### config.mk
export PLATFORM = sky130hd
export DESIGN_NAME = vliw_sequencer
export DESIGN_NICKNAME = d
export VERILOG_FILES = /design/src/rtl/vliw_sequencer_pkg.sv /design/src/rtl/vliw_sequencer_insdecoder.sv /design/src/rtl/vliw_sequencer.sv
export SDC_FILE = /design/constraint.sdc
export NUM_CORES = 2
export LEC_CHECK = 0
export CAP_MARGIN = 20
export CELL_PAD_IN_SITES_DETAIL_PLACEMENT = 2
export CELL_PAD_IN_SITES_GLOBAL_PLACEMENT = 2
export CORE_ASPECT_RATIO = 1.1
export CORE_MARGIN = 2
export CORE_UTILIZATION = 26
export DETAILED_ROUTE_END_ITERATION = 10
export GPL_TIMING_DRIVEN = 0
export PLACE_DENSITY_LB_ADDON = 0.1
export SLEW_MARGIN = 20
export SYNTH_ARGS = -nofsm -noshare
export SYNTH_HDL_FRONTEND = slang
export SYNTH_SLANG_ARGS = --single-unit
### constraint.sdc
create_clock -name clk -period 3.1 [get_ports clk]
set_clock_uncertainty 0.1 [all_clocks]
set_input_delay 0.62 -clock clk [delete_from_list [all_inputs] [get_ports clk]]
set_output_delay 0.62 -clock clk [all_outputs]
set_load 0.02 [all_outputs]
### src/rtl/vliw_sequencer_pkg.sv
// rtl/vliw_sequencer_pkg.sv - shared constants, bundle bit positions and FSM state type
package vliw_sequencer_pkg;

   localparam int NSLOTS = 41;
   localparam int PC_W   = 16;
   localparam int SLOT_W = 24;
   localparam int INS_W  = 1024;

   localparam logic [15:0] HALT_ADDR = 16'hFFFF;

   // Bundle layout, MSB first: meta | eval_len | operand | 41 slots | next
   localparam int META_BIT    = 1023;
   localparam int EVAL_LEN_HI = 1022;
   localparam int EVAL_LEN_LO = 1016;
   localparam int OPERAND_HI  = 1015;
   localparam int OPERAND_LO  = 1000;
   localparam int SLOT0_HI    = 999;
   localparam int NEXT_HI     = 15;
   localparam int NEXT_LO     = 0;

   typedef enum logic [1:0] {
      S_IDLE,
      S_FETCH,
      S_ISSUE,
      S_HALT
   } state_t;

endpackage

### src/rtl/vliw_sequencer_insdecoder.sv
// rtl/vliw_sequencer_insdecoder.sv - header field extraction from a latched bundle
module vliw_sequencer_insdecoder
   import vliw_sequencer_pkg::*;
(
   input  logic [INS_W-1:0] ins,
   output logic             meta,
   output logic [6:0]       eval_len,
   output logic [15:0]      operand,
   output logic [15:0]      next
);

   assign meta     = ins[META_BIT];
   assign eval_len = ins[EVAL_LEN_HI:EVAL_LEN_LO];
   assign operand  = ins[OPERAND_HI:OPERAND_LO];
   assign next     = ins[NEXT_HI:NEXT_LO];

   // Slot bits are selected by the sequencer's own mux, not here
   logic unused_slots;
   assign unused_slots = ^ins[SLOT0_HI:NEXT_HI+1];

endmodule

### src/rtl/vliw_sequencer.sv
// rtl/vliw_sequencer.sv - fetches 1024-bit VLIW bundles and issues their ALU slots one per handshake
module vliw_sequencer #(
   parameter int NSLOTS = vliw_sequencer_pkg::NSLOTS,
   parameter int PC_W   = vliw_sequencer_pkg::PC_W
) (
   input  logic            clk,
   input  logic            rst_n,
   input  logic            start,
   input  logic [PC_W-1:0] start_pc,
   output logic            fetch_req,
   output logic [PC_W-1:0] fetch_addr,
   input  logic            fetch_valid,
   input  logic [1023:0]   fetch_ins,
   output logic            alu_valid,
   input  logic            alu_ready,
   output logic [7:0]      alu_code,
   output logic [7:0]      alu_src,
   output logic [7:0]      alu_dst,
   output logic            busy,
   output logic            halted
);
   import vliw_sequencer_pkg::*;

   localparam int IDX_W = $clog2(NSLOTS);

   state_t            state, state_nxt;
   logic [PC_W-1:0]   pc, pc_nxt;
   logic [IDX_W-1:0]  idx, idx_nxt, last_idx;
   logic              halted_nxt;
   logic              load;
   logic [INS_W-1:0]  bundle;
   logic [SLOT_W-1:0] slot;

   logic              hdr_meta;
   logic [6:0]        hdr_eval_len;
   logic [15:0]       hdr_operand;
   logic [15:0]       hdr_next;
   logic              unused_hdr;

   // The transfer decision must be made on the incoming bundle, before it is latched
   logic              in_meta;
   logic [6:0]        in_eval_len;
   logic [15:0]       in_operand;
   logic [15:0]       in_next;

   assign in_meta     = fetch_ins[META_BIT];
   assign in_eval_len = fetch_ins[EVAL_LEN_HI:EVAL_LEN_LO];
   assign in_operand  = fetch_ins[OPERAND_HI:OPERAND_LO];
   assign in_next     = fetch_ins[NEXT_HI:NEXT_LO];

   vliw_sequencer_insdecoder u_insdecoder (
      .ins      (bundle),
      .meta     (hdr_meta),
      .eval_len (hdr_eval_len),
      .operand  (hdr_operand),
      .next     (hdr_next)
   );

   assign unused_hdr = ^{hdr_meta, hdr_operand};

   // Issue count is min(eval_len, NSLOTS); excess slots are dropped silently
   assign last_idx = (hdr_eval_len > 7'(NSLOTS)) ? IDX_W'(NSLOTS - 1)
                                                  : IDX_W'(hdr_eval_len - 7'd1);

   always_comb begin
      slot = '0;
      for (int k = 0; k < NSLOTS; k++) begin
         if (idx == IDX_W'(k)) slot = bundle[SLOT0_HI - SLOT_W*k -: SLOT_W];
      end
   end

   always_comb begin
      state_nxt  = state;
      pc_nxt     = pc;
      idx_nxt    = idx;
      halted_nxt = halted;
      load       = 1'b0;
      unique case (state)
         S_IDLE, S_HALT: begin
            if (start) begin
               state_nxt  = S_FETCH;
               pc_nxt     = start_pc;
               halted_nxt = 1'b0;
            end
         end
         S_FETCH: begin
            if (fetch_valid) begin
               load = 1'b1;
               if (in_meta && in_operand == HALT_ADDR) begin
                  state_nxt  = S_HALT;
                  halted_nxt = 1'b1;
               end else if (in_meta) begin
                  pc_nxt = PC_W'(in_operand);
               end else if (in_eval_len == 7'd0) begin
                  pc_nxt = PC_W'(in_next);
               end else begin
                  state_nxt = S_ISSUE;
                  idx_nxt   = '0;
               end
            end
         end
         S_ISSUE: begin
            if (alu_ready) begin
               if (idx == last_idx) begin
                  state_nxt = S_FETCH;
                  pc_nxt    = PC_W'(hdr_next);
               end else begin
                  idx_nxt = idx + 1'b1;
               end
            end
         end
         default: state_nxt = S_IDLE;
      endcase
   end

   always_ff @(posedge clk) begin
      if (!rst_n) begin
         state  <= S_IDLE;
         pc     <= '0;
         idx    <= '0;
         halted <= 1'b0;
         bundle <= '0;
      end else begin
         state  <= state_nxt;
         pc     <= pc_nxt;
         idx    <= idx_nxt;
         halted <= halted_nxt;
         if (load) bundle <= fetch_ins;
      end
   end

   assign fetch_req  = (state == S_FETCH);
   assign fetch_addr = pc;
   assign alu_valid  = (state == S_ISSUE);
   assign busy       = fetch_req | alu_valid;
   assign alu_code   = slot[23:16];
   assign alu_src    = slot[15:8];
   assign alu_dst    = slot[7:0];

endmodule

==> impl_metrics.tcl <==
set metrics [dict create \
    outcome "finished with violations" \
    violations "negative setup slack" \
    drt_wl_total_um 305000 \
    hold_class "in -> reg" \
    grt_usage 0.319 \
    synth-seq-cells 1032 \
    grt_pass1_wl_um 419000 \
    hold_viol 0 \
    yosys_warnings 0 \
    clk-insertion-delay-late_ps 770 \
    period_minus_slack_ps 4860 \
    power_per_cell_area_nw_per_um2 675 \
    final_common_cell "nand2_1" \
    ir_drop_mv 0.448 \
    drv_slew 0 \
    numCtsBuffers 119 \
    firstDrtPassIters 6 \
    period_share 1.57 \
    final_area_um2 70100 \
    worstSetupPathType "reg -> out" \
    htreeDepth 3 \
    slew_headroom 0.346 \
    vias 51200 \
    numPortBuffers 1086 \
    core-area_um2 179000 \
    register_area_um2 20700 \
    hpwl_um 248000 \
    cp_data_required_time_ps 2380 \
    dp_slack_ps -3300 \
    cp-start-kind "register" \
    clockRootBuffer "clkbuf_16" \
    drt_iter0_markers 3138 \
    syn_inst 5943 \
    fill_cells 19900 \
    clk_pin_slew_ps 60 \
    initial_utilization 0.261 \
    worst_slack_ps -1760 \
    power.leakage_nw 24.0 \
    crit_arrival_ps 4140 \
    vias_per_cell 5.24 \
    layout-drive-gt1-share 0.128 \
    placed_cell_area_um2 61100 \
    synth_area_per_cell_um2 7.89 \
    ys_seq_area_frac 0.441 \
    die_h_um 449 \
    final_cell_mix "nand2_1, clkdlybuf4s50_1, dfxtp_1" \
    syn_nets 6996 \
    multi_input_area_um2 27100 \
    num_rows 163 \
    hold_buffers 0 \
    endpoint_kind "primary output" \
    ant_nets 0 \
    grt_pass1_vias 54800 \
    grt_max_degree 17 \
    post_drt_wl_per_cell_um 31.2 \
    numClockSinks 1032 \
    cts_tree "built" \
    die_w_um 409 \
    fmax_mhz 206 \
    max_cap_viol_count 0 \
    area_delta_synth_final_pct 49.5 \
    gp_congestion 0.925 \
    synth_ff_type "dfxtp_1" \
    overflow 0 \
    path_max_fanout 6 \
    worstMarginPinSlew_ps 981 \
    finalSetupViolCount 24 \
    drc 0 \
    async_reset_ff_frac 0 \
    synth_edf_count 0 \
    syn-cell-area_um2 46900 \
    yosysUniqueCellTypes 93 \
    clock_path_buffers 3 \
    io_pins 1089 \
    nets 8306 \
    antenna_found_initial 49 \
    rsz0062_at_grt "true" \
    die_area_um2 184000 \
]
==> stage by stage <==
| stage | util | std cells | hold WS (ps) | power, mW | TNS (ps) |
|---|---|---|---|---|---|
| floorplan | - | 5943 | 338 | 22.0 | -107 |
| global placement | 0.340 | 9421 | 350 | 29.0 | -1907500 |
| detailed placement | 0.341 | 9435 | 360 | 29.5 | -480930 |
| CTS | 0.387 | 9729 | 253 | 47.0 | -39900 |
| global route | 0.391 | 9760 | 315 | 49.0 | -39730 |
| finish | 0.391 | 9766 | 315 | 47.3 | -39340 |
==> power breakdown <==
| group | switching, mW | internal, mW | total [mW] | leakage [nW] |
|---|---|---|---|---|
| Sequential | 1.41 | 15.0 | 16.4 | 8.39 |
| Combinational | 9.64 | 5.73 | 15.4 | 13.5 |
| Clock | 6.46 | 9.02 | 15.5 | 2.07 |
| Total | 17.5 | 29.8 | 47.3 | 24.0 |
==> worst max-delay path, stage by stage, from the launching register on <==
cell	delay, ps
dfxtp_4	430
inv_6	60
ha_4	190
or3_4	430
a22o_4	320
buf_12	170
a221oi_4	310
a2111oi_2	60
buf_4	200
o311ai_4	470
o2111ai_2	200
a22o_1	330
buf_6	160
==> cells by family (layout without fill, tap and decap cells) <==
| family | Yosys count | count (layout) | share of synthesized area |
|---|---|---|---|
| AOI/OAI and AO/OA | 1868 | 1868 | 0.294 |
| xor gates and xnor gates | 7 | 7 | 0.00131 |
| adders and majority gates | 8 | 8 | 0.00214 |
| buffers and inverters | 543 | 1957 | 0.0462 |
| DFF | 1032 | 1032 | 0.441 |
| muxes | 17 | 17 | 0.00363 |
| other | 0 | 17 | 0 |
| and+or+nand+nor | 2468 | 2468 | 0.212 |
==> routing by layer <==
metal,track usage,vias up,share of wire
met5,0,-,0.0011
met1,0.392,25800,0.42
met4,0.145,54,0.049
met3,0.0563,486,0.056
met2,0.541,1600,0.48
li1,-,23200,-
==> flip-flops by register name, summed over array words and instances, names as in the netlist <==
| register | cells |
|---|---|
| fetch_addr | 16 |
| bundle | 1007 |
| halted | 1 |
| idx | 6 |
| state | 2 |
==> synth_stat cells (20+ instances only) <==
library cell,number,area [um^2]
a2111oi_0,21,184
a211oi_1,33,248
a21boi_0,1015,7620
a21oi_1,104,521
a221o_1,27,270
a221oi_1,46,403
a222oi_1,23,230
a22o_1,40,350
a22oi_1,66,495
buf_2,26,130
clkbuf_1,476,1790
dfxtp_1,1032,20700
nand2_1,2138,8030
nand2b_1,23,144
nand3_1,33,165
nor2_1,94,353
nor3_1,61,305
o2111ai_1,40,350
o211ai_1,41,308
o21ai_0,116,581
o221ai_1,29,254
o22ai_1,136,851
or3_1,20,125
==> path summary, 6_finish.rpt <==
kind	slack, ps	cells past startpoint	start	endpoint
worst max-delay path	-1760	12	idx[1]	alu_dst[2]
worst min-delay path	310	3	fetch_ins[940]	bundle[940]
worst max register to register	140	11	bundle[1016]	fetch_addr[3]
worst min register to register	370	2	bundle[192]	bundle[192]
==> repair_timing <==
action                      CTS  global route
setup endpoints to repair  1022           371
gates resized for setup     897           198
setup buffers                82            22
cloned                        1             0
pin swaps                   125            69
==> cell type report <==
type | instances | area share
clock buffer | 172 | 0.0501
timing repair buffer | 1198 | 0.171
tap | 2392 | 0.0427
multi-input combinational | 4368 | 0.387
buffer | 517 | 0.0418
antenna | 17 | 0.000607
clock inverter | 53 | 0.0101
inverter | 17 | 0.00125
sequential | 1032 | 0.295
(Power assumes the default switching activity.)
